===== src/rtl/button_bank.sv =====
// button_bank: multi-channel button front end.
// Synchronise, debounce, edge detect and long/repeat hold per channel.
module button_bank #(
  parameter int NUM_BTNS    = 4,
  parameter int CLK_FREQ    = 25_000_000,
  parameter int DEBOUNCE_MS = 20,
  parameter int LONG_MS     = 1000,
  parameter int REPEAT_MS   = 200,
  parameter bit ACTIVE_LOW  = 1'b0
) (
  input  logic                clk,
  input  logic                rst_n,
  input  logic [NUM_BTNS-1:0] btn_in,
  output logic [NUM_BTNS-1:0] btn_level,
  output logic [NUM_BTNS-1:0] btn_pressed,
  output logic [NUM_BTNS-1:0] btn_released,
  output logic [NUM_BTNS-1:0] btn_long,
  output logic [NUM_BTNS-1:0] btn_repeat,
  output logic                any_pressed
);

  localparam int TICK_DIV = CLK_FREQ / 1000;
  localparam int TW       = $clog2(TICK_DIV);
  localparam int DB_W     = $clog2(DEBOUNCE_MS + 1);
  localparam int HMAX     = (LONG_MS > REPEAT_MS) ? LONG_MS : REPEAT_MS;
  localparam int HW       = $clog2(HMAX + 1);
  localparam logic [NUM_BTNS-1:0] IDLE_RAW = {NUM_BTNS{ACTIVE_LOW}};

  typedef enum logic [1:0] {
    IDLE,
    HOLD,
    REPEAT
  } state_e;

  logic [TW-1:0]       tick_cnt_q, tick_cnt_d;
  logic                tick;
  logic [NUM_BTNS-1:0] sync1_q, sync1_d;
  logic [NUM_BTNS-1:0] sync2_q, sync2_d;
  logic [NUM_BTNS-1:0] sync_n;
  logic [NUM_BTNS-1:0] level_q, level_d;
  logic [NUM_BTNS-1:0] prev_q, prev_d;
  logic [DB_W-1:0]     db_cnt_q [NUM_BTNS];
  logic [DB_W-1:0]     db_cnt_d [NUM_BTNS];
  state_e              state_q [NUM_BTNS];
  state_e              state_d [NUM_BTNS];
  logic [HW-1:0]       hold_cnt_q [NUM_BTNS];
  logic [HW-1:0]       hold_cnt_d [NUM_BTNS];
  logic [NUM_BTNS-1:0] pressed_q, pressed_d;
  logic [NUM_BTNS-1:0] released_q, released_d;
  logic [NUM_BTNS-1:0] long_q, long_d;
  logic [NUM_BTNS-1:0] repeat_q, repeat_d;
  logic                any_q, any_d;
  logic                match;
  logic                last_db;

  always_comb begin
    tick       = (tick_cnt_q == TW'(TICK_DIV - 1));
    tick_cnt_d = tick ? '0 : tick_cnt_q + 1'b1;
    sync1_d    = btn_in;
    sync2_d    = sync1_q;
    sync_n     = sync2_q ^ IDLE_RAW;
    prev_d     = level_q;
    pressed_d  = level_q & ~prev_q;
    released_d = ~level_q & prev_q;
    any_d      = |pressed_d;
    level_d    = level_q;
    long_d     = '0;
    repeat_d   = '0;
    match      = 1'b0;
    last_db    = 1'b0;
    for (int i = 0; i < NUM_BTNS; i++) begin
      db_cnt_d[i]   = db_cnt_q[i];
      state_d[i]    = state_q[i];
      hold_cnt_d[i] = hold_cnt_q[i];
      match   = (sync_n[i] == level_q[i]);
      last_db = (db_cnt_q[i] == DB_W'(DEBOUNCE_MS - 1));
      unique case (1'b1)
        match: db_cnt_d[i] = '0;
        (!match && tick && last_db): begin
          level_d[i]  = sync_n[i];
          db_cnt_d[i] = '0;
        end
        (!match && tick && !last_db):
          db_cnt_d[i] = db_cnt_q[i] + 1'b1;
        default: ;
      endcase
      // A released level wins over any tick in the same cycle.
      if (!level_q[i]) begin
        state_d[i]    = IDLE;
        hold_cnt_d[i] = '0;
      end else begin
        unique case (state_q[i])
          IDLE: begin
            state_d[i]    = HOLD;
            hold_cnt_d[i] = '0;
          end
          HOLD: begin
            if (tick && hold_cnt_q[i] != HW'(LONG_MS)) begin
              if (hold_cnt_q[i] == HW'(LONG_MS - 1)) begin
                long_d[i]     = 1'b1;
                hold_cnt_d[i] = (REPEAT_MS == 0) ? HW'(LONG_MS) : '0;
                state_d[i]    = (REPEAT_MS == 0) ? HOLD : REPEAT;
              end else begin
                hold_cnt_d[i] = hold_cnt_q[i] + 1'b1;
              end
            end
          end
          REPEAT: begin
            if (tick) begin
              if (hold_cnt_q[i] == HW'(REPEAT_MS - 1)) begin
                repeat_d[i]   = 1'b1;
                hold_cnt_d[i] = '0;
              end else begin
                hold_cnt_d[i] = hold_cnt_q[i] + 1'b1;
              end
            end
          end
          default: state_d[i] = IDLE;
        endcase
      end
    end
  end

  always_ff @(posedge clk or negedge rst_n) begin
    if (!rst_n) begin
      tick_cnt_q <= '0;
      sync1_q    <= IDLE_RAW;
      sync2_q    <= IDLE_RAW;
      level_q    <= '0;
      prev_q     <= '0;
      pressed_q  <= '0;
      released_q <= '0;
      long_q     <= '0;
      repeat_q   <= '0;
      any_q      <= 1'b0;
      for (int i = 0; i < NUM_BTNS; i++) begin
        db_cnt_q[i]   <= '0;
        state_q[i]    <= IDLE;
        hold_cnt_q[i] <= '0;
      end
    end else begin
      tick_cnt_q <= tick_cnt_d;
      sync1_q    <= sync1_d;
      sync2_q    <= sync2_d;
      level_q    <= level_d;
      prev_q     <= prev_d;
      pressed_q  <= pressed_d;
      released_q <= released_d;
      long_q     <= long_d;
      repeat_q   <= repeat_d;
      any_q      <= any_d;
      for (int i = 0; i < NUM_BTNS; i++) begin
        db_cnt_q[i]   <= db_cnt_d[i];
        state_q[i]    <= state_d[i];
        hold_cnt_q[i] <= hold_cnt_d[i];
      end
    end
  end

  assign btn_level    = level_q;
  assign btn_pressed  = pressed_q;
  assign btn_released = released_q;
  assign btn_long     = long_q;
  assign btn_repeat   = repeat_q;
  assign any_pressed  = any_q;

endmodule


===== config.mk =====
export PLATFORM = sky130hd
export DESIGN_NAME = button_bank
export DESIGN_NICKNAME = d
export VERILOG_FILES = /design/src/rtl/button_bank.sv
export SDC_FILE = /design/constraint.sdc
export NUM_CORES = 1
export LEC_CHECK = 0
export ABC_AREA = 1
export CORE_MARGIN = 2
export CORE_UTILIZATION = 33
export DETAILED_ROUTE_END_ITERATION = 6
export PLACE_DENSITY = 0.48
export SLEW_MARGIN = 15
export SYNTH_ARGS = -nofsm -noshare
export SYNTH_HDL_FRONTEND = slang
export SYNTH_SLANG_ARGS = --single-unit

===== constraint.sdc =====
create_clock -name clk -period 2.4 [get_ports clk]
set_input_delay 0.36 -clock clk [delete_from_list [all_inputs] [get_ports clk]]
set_output_delay 0.36 -clock clk [all_outputs]
set_load 0.02 [all_outputs]

==> impl_metrics.tcl, run 1 <==
set metrics [dict create \
    rsz0062_at_grt "false" \
    grt_pass1_vias 5485 \
    cts_root_buf "clkbuf_16" \
    fin_worst_hold_slack_ns 0.3469 \
    path_buf_inv 1 \
    preCtsSetupSlack_ns 0.4074 \
    synth.top_cell.area_share_pct 42.34 \
    finClkSkew_ns 0.007360 \
    synthFlopType "dfrtp_1" \
    clk_latency_ns 0.41 \
    power_mw 4.729 \
    syn_inst 899 \
    place_congestion 0.8153 \
    drtIter0Drc 295 \
    final_cells 1225 \
    critPathKind "reg2out" \
    syn-cell-area_um2 6857 \
    yosysTopAreaCell "dfrtp_1" \
    clockBufferDepth 2 \
    diodes 0 \
    status "finished, final reports clean" \
    cap_viol_max_count 0 \
    hpwlAfterDp_mm 11.05 \
    via_count 5589 \
    p_per_area_nw_per_um2 585.0 \
    path_delay_family "buffers and inverters" \
    synth_edf_count 0 \
    antenna_found_initial 1 \
    wl_mm 15.35 \
    numPortBuffers 26 \
    numCtsBuffers 17 \
    gr-usage-all-layers_pct 14.96 \
    nets 977 \
    synth_warnings 0 \
    dr.pass1.iters 5 \
    htree_levels 4 \
    grt_pass1_wl_mm 26.65 \
    cts_tree "yes" \
    row_count 52 \
    start_kind "register" \
    clk_pin_slew_worst_paths_ns 0.06 \
    setup_violations 0 \
    area_delta_synth_final_pct 17.92 \
    hold_violations 0 \
    synth_seq_cells 116 \
    hold_path.class "reg2reg" \
    seq_area_frac_synth_pct 42.34 \
    arrival_ns 1.69 \
    finalCritPeriodShare_pct 85.27 \
    ys_async_sr_fraction_pct 100.0 \
    drv_slew 0 \
    critPathRequiredTime_ns 2.04 \
    avgSynthCellArea_um2 7.627 \
    drc 0 \
    cts_hold_buf 1 \
    worstPathCellList "clkdlybuf4s50_1" \
    fin_crit_ns 2.046 \
    yosysMostFrequentCell "nand2_1" \
    fin_ws_ns 0.3536 \
    syn_nets 934 \
    cellLeakagePower_nw 4.152 \
    cp_max_fo 12 \
    synth.distinct_cells 36 \
    worst_pin_slew_ns 0.6112 \
    worstSetupEndpointType "output pin" \
    synth_commonest_cells "224 x nand2_1, 144 x inv_1, 116 x dfrtp_1" \
    viasPerCell 4.562 \
    yosys-top-cells-area "dfrtp_1 42%, nand2_1 12%, inv_1 7.9%" \
    wl_per_cell_um 12.53 \
    post-route-util_pct 39.83 \
    fin_area_um2 8085 \
    place_area_um2 7451 \
    max_freq_mhz 488.7 \
    cts_setup_buffers 0 \
    layout-drive-gt1-share_pct 8.168 \
    timing.slew.headroom_pct 59.12 \
    start_util_pct 33.78 \
    placed_cells 1192 \
    grt.overflow.total 0 \
    tns_ns 0 \
    ir_drop_v 0.0004393 \
    cpMaxStageDelayCell "clkdlybuf4s50_1" \
    clock-sinks 116 \
    die_h_um 148.1 \
    cpPeakStageDelay_ns 0.69 \
    grt_max_degree 40 \
    die_w_um 148.1 \
    die_area_um2 21950 \
    io_pins 27 \
    ant_nets 0 \
    post_cts_resized 0 \
    core_um2 20300 \
]
## worst paths after layout
kind                                from        endpoint  slack, ns  cells past startpoint
max                         btn_level[1]    btn_level[1]       0.35                      1
min                           sync1_q[0]      sync2_q[0]       0.35                      0
max reg2reg                tick_cnt_q[0]  hold_cnt_q[39]       0.42                     12
min reg2reg                   sync1_q[0]      sync2_q[0]       0.35                      0
max in group asynchronous          rst_n     btn_long[0]       1.34                      3
min in group asynchronous          rst_n  hold_cnt_q[25]       0.45                      2
## flip-flops by register name (all words and copies together) (netlist names)
name / cells
tick_cnt_q: 15
btn_released: 4
sync1_q: 4
btn_long: 4
hold_cnt_q: 40
db_cnt_q: 20
btn_pressed: 4
btn_level: 4
any_pressed: 1
btn_repeat: 4
sync2_q: 4
state_q: 8
prev_q: 4
## kinds of logic after synthesis
logic type | synth area share (%)
AND/OR/NAND/NOR | 32.03
buffers and inverters | 9.197
flip-flops | 42.34
AO/OA/AOI/OAI | 8.066
adder cells (fa/ha/maj) | 5.292
XOR/XNOR | 2.427
multiplexers | 0.6569
## layer usage
layer	GRT usage [%]	part of all wire, %
met5	0	0
met4	4.429	1.0
met3	3.497	3.2
met2	23.22	44
met1	20.86	51
## area by class of cell
| cell class | instances | area [um2] |
|---|---|---|
| sequential | 116 | 2903 |
| timing repair buffer | 34 | 345.3 |
| fill | 2107 | 12210 |
| tap | 270 | 337.8 |
| clock inverter | 12 | 177.7 |
| multi-input combinational | 626 | 3323 |
| clock buffer | 20 | 446.7 |
| inverter | 147 | 551.8 |
## cells in the final DEF (no fill, tap or decap), types with 5 or more instances in the layout
master and instances:
o21ai_1 20, nand4_1 12, clkdlybuf4s50_1 25, nand2_4 5, dfrtp_1 116, xor2_1 15
ha_1 29, clkbuf_16 17, inv_1 144, nor3_1 29, o21ai_0 34, nand2_1 224
nand3_1 100, a21oi_1 21, o211ai_1 5, buf_4 6, nor2_1 81, nand2_2 13
## where the power goes
| group | internal, mW | switching, mW | total (mW) |
|---|---|---|---|
| Sequential | 1.96 | 0.00313 | 1.97 |
| Combinational | 0.0168 | 0.0467 | 0.0635 |
| Clock | 1.77 | 0.931 | 2.70 |
Power figures use the tool's default switching activity.
==> inputs of run 2 (changes only) <==
--- a/config.mk
+++ b/config.mk
@@ -14,3 +14,4 @@
 export SYNTH_ARGS = -nofsm -noshare
 export SYNTH_HDL_FRONTEND = slang
 export SYNTH_SLANG_ARGS = --single-unit
+export TNS_END_PERCENT = 10
==> results of run 2 <==
Same layout as run 1: the final DEF is identical, and so are final timing and power.
==> inputs of run 3 (changes only) <==
==> constraint.sdc (replaced) <==
create_clock -name clk -period 2.4 [get_ports clk]
set_input_delay 0.48 -clock clk [delete_from_list [all_inputs] [get_ports clk]]
set_output_delay 0.48 -clock clk [all_outputs]
set_load 0.02 [all_outputs]
==> run 3 against run 2 <==
Compared with the run above:
- combinational power rose by 1%
- first-iteration DRC count rose by 8.5%
- flip-flop and latch count unchanged
- global-route usage is 0.15 points higher
- sequential share of layout area barely moved
- count of clock-buffer cells in the layout stayed put
- routed wire length up 1.1%
- clock skew increased by 0.0045 ns
- critical path type unchanged
- largest cell class unchanged
==> impl_metrics.tcl, run 3 (synthesized netlist as in run 1, its figures left out) <==
set metrics [dict create \
    status "finished, final reports clean" \
    r2r_slack_ns 0.44 \
    hold_violations 0 \
    crit_path_start "btn_level[2]" \
    cts_root_buf "clkbuf_16" \
    path_delay_family "buffers and inverters" \
    path_buf_inv 1 \
    post-route-util_pct 39.88 \
    timing.slew.headroom_pct 58.50 \
    grt_max_degree 47 \
    worstPathCellList "clkdlybuf4s50_1" \
    hold_path.class "reg2reg" \
    via_count 5593 \
    placed_cells 1195 \
    clk_latency_ns 0.41 \
    layout-drive-gt1-share_pct 8.559 \
    post_cts_resized 0 \
    fillers 2117 \
    drv_slew 0 \
    critPathKind "reg2out" \
    max_freq_mhz 464.8 \
    core_um2 20300 \
    p_per_area_nw_per_um2 576.4 \
    fin_crit_ns 2.151 \
    reg_top3 "hold_cnt_q (40), db_cnt_q (20), tick_cnt_q (15)" \
    die_area_um2 21950 \
    htree_levels 4 \
    worstSetupEndpointType "output pin" \
    worstHoldStart "sync1_q[2]" \
    grt_pass1_vias 5483 \
    grt_pass1_wl_mm 26.77 \
    rsz0062_at_grt "false" \
    nets 980 \
    gr-usage-all-layers_pct 15.11 \
    clk_pin_slew_worst_paths_ns 0.06 \
    finClkSkew_ns 0.01190 \
    layout_commonest_cell "nand2_1" \
    cp_max_fo 13 \
    die_w_um 148.1 \
    cellLeakagePower_nw 4.160 \
    mostFrequentLayoutCells "224 x nand2_1, 144 x inv_1, 116 x dfrtp_1, 100 x nand3_1, 81 x nor2_1" \
    ant_nets 0 \
    antenna_found_initial 0 \
    numCtsBuffers 17 \
    diodes 0 \
    clock-sinks 116 \
    place_area_um2 7473 \
    timing.rr.start "tick_cnt_q[0]" \
    cpPeakStageDelay_ns 0.68 \
    row_count 52 \
    place_congestion 0.8300 \
    top_register "hold_cnt_q" \
    worst_pin_slew_ns 0.6204 \
    setup_violations 0 \
    preCtsSetupSlack_ns 0.4114 \
    clockBufferDepth 2 \
    multi_input_area_um2 3323 \
    ir_drop_v 0.0003483 \
    arrival_ns 1.67 \
    wl_per_cell_um 12.64 \
    io_pins 27 \
    cts_tree "yes" \
    cap_viol_max_count 0 \
    start_kind "register" \
    wl_mm 15.53 \
    start_util_pct 33.78 \
    critPathRequiredTime_ns 1.92 \
    finalCritPeriodShare_pct 89.64 \
    final_cells 1228 \
    area_delta_synth_final_pct 18.07 \
    drc 0 \
    numPortBuffers 26 \
    tns_ns 0 \
    fin_area_um2 8095 \
    cpMaxStageDelayCell "clkdlybuf4s50_1" \
    hpwlAfterDp_mm 11.07 \
    fin_ws_ns 0.2487 \
    dr.pass1.iters 5 \
    largest_register_ffs 40 \
    die_h_um 148.1 \
    drtIter0Drc 320 \
    viasPerCell 4.555 \
    grt.overflow.total 0 \
    final-seq-area_um2 2903 \
]
run 3: cell types whose count changed in the layout (fill, tap and decap cells not counted), sizes merged:
cell and delta:
inv -2, bufinv -1, clkinv +2, clkinvlp +1, buf +3
run 3: final timing paths:
check                            endpoint  cells past startpoint
max                          btn_level[2]                      1
min in group asynchronous  hold_cnt_q[27]                      2
min                            sync2_q[2]                      0
max in group asynchronous     db_cnt_q[1]                      3
max reg2reg                hold_cnt_q[38]                     12
min reg2reg                    sync2_q[2]                      0
run 3: what timing repair did:
item,4_1_cts,5_1_grt
setup buffers,0,0
hold buffers,1,0
hold endpoints to repair,22,0
run 3: layer usage:
metal / GRT usage [%] / vias to the layer above / part of all wire, %
met3: 3.650 / 8 / 3.0
met5: 0 / - / 0
met1: 20.91 / 2541 / 51
met2: 23.40 / 72 / 45
li1: - / 2972 / -
met4: 4.810 / 0 / 0.79
run 3: final cells by class:
class / count / area share, %
clock buffers: 20 / 5.641
clock inverters: 12 / 1.917
inverters: 147 / 6.816
repair buffers: 37 / 4.544
well taps: 270 / 4.173
multi-input cells: 626 / 41.05
flip-flops and latches: 116 / 35.86
run 3: per-stage QoR:
| step | hold WS, ns | total power [mW] |
|---|---|---|
| 2_1_floorplan | 0.1844 | 2.008 |
| 3_3_place_gp | 0.3358 | 2.069 |
| 3_5_place_dp | 0.3364 | 2.069 |
| 4_1_cts | 0.3495 | 4.755 |
| 5_1_grt | 0.3627 | 4.844 |
| 6_report | 0.3465 | 4.666 |
run 3: power breakdown:
| group | internal, mW | switching (mW) | total [mW] |
|---|---|---|---|
| logic | 0.0168 | 0.0473 | 0.0642 |
| clock network | 1.69 | 0.948 | 2.64 |
| registers | 1.96 | 0.00299 | 1.97 |
| total | 3.67 | 0.998 | 4.67 |
